<file path="src/rtl/boot_reset_sequencer.sv">
// Power-up reset sequencer: stabilization wait, then ordered per-stage reset release with ACK handshake.
// Optional per-stage ACK timeout / FAULT state enabled by defining BOOT_SEQ_TIMEOUT_EN.
module boot_reset_sequencer #(
  parameter int NUM_STAGES    = 4,
  parameter int STABLE_CYCLES = 64,
  parameter int ACK_TIMEOUT   = 1024,
  localparam int SW = (NUM_STAGES > 1) ? $clog2(NUM_STAGES) : 1
) (
  input  logic                  C,
  input  logic                  R,
  input  logic                  START,
  input  logic [NUM_STAGES-1:0] ACK,
  output logic [NUM_STAGES-1:0] RST_N_OUT,
  output logic                  DONE,
  output logic                  ERROR,
  output logic [SW-1:0]         ERR_STAGE
);

  localparam int CW = $clog2(STABLE_CYCLES + 1);

  typedef enum logic [2:0] {
    S_IDLE, S_STABLE, S_WAIT_ACK, S_DONE, S_FAULT
  } state_t;

  state_t        state;
  logic [SW-1:0] stg;
  logic [CW-1:0] scnt;

`ifdef BOOT_SEQ_TIMEOUT_EN
  localparam int TW = $clog2(ACK_TIMEOUT + 1);
  logic [TW-1:0] tcnt;
`else
  assign ERROR     = 1'b0;
  assign ERR_STAGE = '0;
`endif

  always_ff @(posedge C or negedge R) begin
    if (!R) begin
      state     <= S_IDLE;
      stg       <= '0;
      scnt      <= '0;
      RST_N_OUT <= '0;
      DONE      <= 1'b0;
`ifdef BOOT_SEQ_TIMEOUT_EN
      tcnt      <= '0;
      ERROR     <= 1'b0;
      ERR_STAGE <= '0;
`endif
    end else begin
      case (state)
        S_IDLE: begin
          if (START) begin
            state <= S_STABLE;
            scnt  <= '0;
            stg   <= '0;
          end
        end
        S_STABLE: begin
          if (!START) begin
            state     <= S_IDLE;
            RST_N_OUT <= '0;
          end else if (scnt == CW'(STABLE_CYCLES - 1)) begin
            state     <= S_WAIT_ACK;
            stg       <= '0;
            RST_N_OUT <= NUM_STAGES'(1);
`ifdef BOOT_SEQ_TIMEOUT_EN
            tcnt      <= '0;
`endif
          end else begin
            scnt <= scnt + 1'b1;
          end
        end
        S_WAIT_ACK: begin
          // Abort has priority over both ACK acceptance and timeout.
          if (!START) begin
            state     <= S_IDLE;
            RST_N_OUT <= '0;
            stg       <= '0;
          end else if (ACK[stg]) begin
            if (stg == SW'(NUM_STAGES - 1)) begin
              state <= S_DONE;
              DONE  <= 1'b1;
            end else begin
              // Stages release in order, so RST_N_OUT is a thermometer code.
              stg       <= stg + 1'b1;
              RST_N_OUT <= NUM_STAGES'({RST_N_OUT, 1'b1});
`ifdef BOOT_SEQ_TIMEOUT_EN
              tcnt      <= '0;
`endif
            end
          end
`ifdef BOOT_SEQ_TIMEOUT_EN
          else if (tcnt == TW'(ACK_TIMEOUT - 1)) begin
            state     <= S_FAULT;
            RST_N_OUT <= '0;
            ERROR     <= 1'b1;
            ERR_STAGE <= stg;
          end else begin
            tcnt <= tcnt + 1'b1;
          end
`endif
        end
        S_DONE: begin
          if (!START) begin
            state     <= S_IDLE;
            RST_N_OUT <= '0;
            DONE      <= 1'b0;
          end
        end
        S_FAULT: begin
          RST_N_OUT <= '0;
        end
        default: begin
          state     <= S_IDLE;
          RST_N_OUT <= '0;
          DONE      <= 1'b0;
        end
      endcase
    end
  end

endmodule

</file>
<file path="config.mk">
export PLATFORM = sky130hd
export DESIGN_NAME = boot_reset_sequencer
export DESIGN_NICKNAME = d
export VERILOG_FILES = /design/src/rtl/boot_reset_sequencer.sv
export SDC_FILE = /design/constraint.sdc
export NUM_CORES = 1
export LEC_CHECK = 0
export BUFFER_PORTS_ARGS = -buffer_cell sky130_fd_sc_hd__buf_4
export CAP_MARGIN = 20
export CORE_MARGIN = 5
export CORE_UTILIZATION = 55
export CTS_CLUSTER_DIAMETER = 60
export DETAILED_ROUTE_END_ITERATION = 8
export PLACE_DENSITY = 0.87
export SYNTH_ARGS = -nofsm -noshare
export SYNTH_HDL_FRONTEND = slang
export SYNTH_SLANG_ARGS = --single-unit
</file>
<file path="constraint.sdc">
create_clock -name C -period 2.6 [get_ports C]
set_clock_uncertainty 0.1 [all_clocks]
set_input_delay 0.52 -clock C [delete_from_list [all_inputs] [get_ports C]]
set_output_delay 0.52 -clock C [all_outputs]
set_load 0.005 [all_outputs]
</file>
==> metrics <==
Max-slew headroom 57.6%; clock latency on the worst-skew pair 0.31 ns; Hold Path Origin RST_N_OUT[3]$_DFFE_PN0P_; M3 GR Usage 5.92%; layout overhead on the synthesized area 12.0%; GRT Util Overall 18.8%; num ports 15; Leak Pwr 0.516 nW; WL/cell 15.7 um; first-pass GRT wire length 3.78 mm; R2R cell count 6; drt total wl 2.22 mm; I/O Buffers 11; Num CTS Buffers 3; dpl ws 0.407 ns; H-Tree Depth 1; Req. time, crit path 2.71 ns; nature of the critical path endpoint flip-flop; met2 usage 30.8%; Via Count 857; fmax 0.441 GHz; pin count of the biggest net entering global routing 17; Final period util 87.3%; CP Launch Type flip-flop; R2R Setup Slk 0.33 ns; vias per cell 6.08; Seq/Total Area, Yosys 38.8%; Setup Fix Bufs, Post-CTS 0; final hold vios 0; measured slew at the worst slew-check pin 0.634 ns; Detail Placement HPWL 1.54 mm; Syn Inst Count 106; FP Rows 15; setup_tns 0 ns; residual DRC count 0; most crowded layer after global routing met2; top-area cell type share of the netlist area 38.8%; status completed; layout cells sized above 1 19.0%; DRT antenna net count 0; Die Span X 53.3 um; Area contributors post-synth dfrtp_1 (39%), ha_1 (8.5%), nor2_1 (4.4%); syn avg cell area 9.73 sq um; number of max-cap violations 0; cell taking the most area after synthesis dfrtp_1; Congestion Overflow GR 0; final RePlAce weighted congestion 0.862; initial core utilization 59.1%; Hold Buf Count CTS 1; Worst Hold Endpoint RST_N_OUT[3]$_DFFE_PN0P_; Worst-path clk slew 0.10 ns; Root Driver clkbuf_4; TritonCTS clock tree yes; RSZ-0062 raised after global routing false; worst hold stages 1; Hold Crit Class flip-flop to flip-flop; critical path arrival 2.38 ns; RR Startpoint state[1]$_DFFE_PN0P_; vias in the first global route 838; PD cells 913 mW/mm^2; Starting DRT DRC Count 20; Reg-to-Reg End scnt[1]$_DFFE_PN0P_; Nets 131; post-synthesis register bit count 16; antenna violations before repair 0; Unique masters post-synth 36; fin util 66.2%; Core ar. 0.00175 sq mm; die area 0.00284 sq mm; CTS resizes 0; WS Path Type flip-flop to flip-flop; M1 GR Usage 21.4%; most common cell after layout, fill and taps aside dfrtp_1; Max FO, Critical Path 11; Syn Std Cell Area 0.00103 sq mm; Clock Path Buffers 2; Max IR drop VDD 0.601 mV; drt pass-1 iters 6; post-route minimum period 2.27 ns; Slew Limit Fails 0; Clock Sinks 16; n_diodes 0; die height 53.3 um; YS warnings 0; setup ws final 0.331 ns; final number of setup-violating endpoints 0; most frequent cells in the layout dfrtp_1 (16), nor2_1 (12), buf_4 (11)
[cell usage after synthesis, drive strengths merged]
cell type and number:
clkbuf 3, a32o 4, nand4 2, a211oi 3
a21boi 1, nand3b 1, conb 1, nand3 4
mux4 1, o211ai 1, nand2 6, xnor2 5
a2111oi 1, a31oi 2, buf 5, o21ai 1
o22ai 2, a22o 3, dfrtp 16, a21bo 2
a21oi 4, and2b 1, a21o 2, ha 7
mux2i 1, nor3b 2, o2bb2ai 2, nor3 2
nor2 12, and4 1, inv 6, nor2b 2
[flip-flops by register name, indices dropped and copies added, names as in the netlist]
signal     cells
DONE           1
RST_N_OUT      4
scnt           7
state          2
stg            2
[power by group]
part	total [W]	internal, W	switching (W)
sequential	0.000360	0.000298	0.0000623
combinational	0.000521	0.000216	0.000306
clock	0.000173	0.0000856	0.0000875
[metal layers]
layer	share of wire, %	wire [um]
met1	41	919
met2	47	1040
met3	8.2	183
met4	3.5	78
met5	0	0
[metrics by stage]
step	cells	cell area (sq um)	hold WS (ns)	power [W]
6_report	141	1150	0.409	0.00105
3_3_place_gp	136	1110	0.293	0.000843
2_1_floorplan	108	1040	0.124	0.000745
3_5_place_dp	136	1110	0.295	0.000859
4_1_cts	141	1150	0.414	0.00104
5_1_grt	141	1150	0.432	0.00112
[how the worst max path moves through the flow]
| stage | startpoint | to | slack [ns] | depth (start not counted) |
|---|---|---|---|---|
| after floorplan | state[1]$_DFFE_PN0P_ | scnt[1]$_DFFE_PN0P_ | 0.74 | 6 |
| after global placement | state[1]$_DFFE_PN0P_ | scnt[1]$_DFFE_PN0P_ | 0.56 | 6 |
| after detailed placement | state[1]$_DFFE_PN0P_ | scnt[1]$_DFFE_PN0P_ | 0.41 | 6 |
| after CTS | state[1]$_DFFE_PN0P_ | scnt[1]$_DFFE_PN0P_ | 0.39 | 6 |
| after global routing | state[1]$_DFFE_PN0P_ | scnt[1]$_DFFE_PN0P_ | 0.25 | 6 |
| final | state[1]$_DFFE_PN0P_ | scnt[1]$_DFFE_PN0P_ | 0.33 | 6 |
[cell type report]
| type | count | area, sq um |
|---|---|---|
| Clock buffer | 4 | 36.3 |
| Fill cell | 122 | 591 |
| Inverter | 6 | 22.5 |
| Multi-Input combinational cell | 78 | 572 |
| Sequential cell | 16 | 400 |
| Tap cell | 25 | 31.3 |
| Timing Repair Buffer | 12 | 92.6 |
[critical path, cell delays in order, from the launching register on]
cell and delay (ns):
dfrtp_1 0.49, inv_1 0.12, ha_1 0.33, o22ai_1 0.57, a21oi_1 0.14, a32o_1 0.25, a22o_1 0.17
[kinds of logic (layout without fill, tap and decap cells)]
group | after synthesis | count (layout) | share of synthesized area [%]
xor+xnor | 5 | 5 | 4.25
compound gates | 28 | 28 | 22.3
buf+inv | 14 | 22 | 6.43
simple gates | 33 | 33 | 16.1
flops | 16 | 16 | 38.8
mux | 2 | 2 | 3.16
fa+ha+maj | 7 | 7 | 8.49
other cells | 1 | 3 | 0.364
No activity file was read; power rests on OpenSTA's default activity.
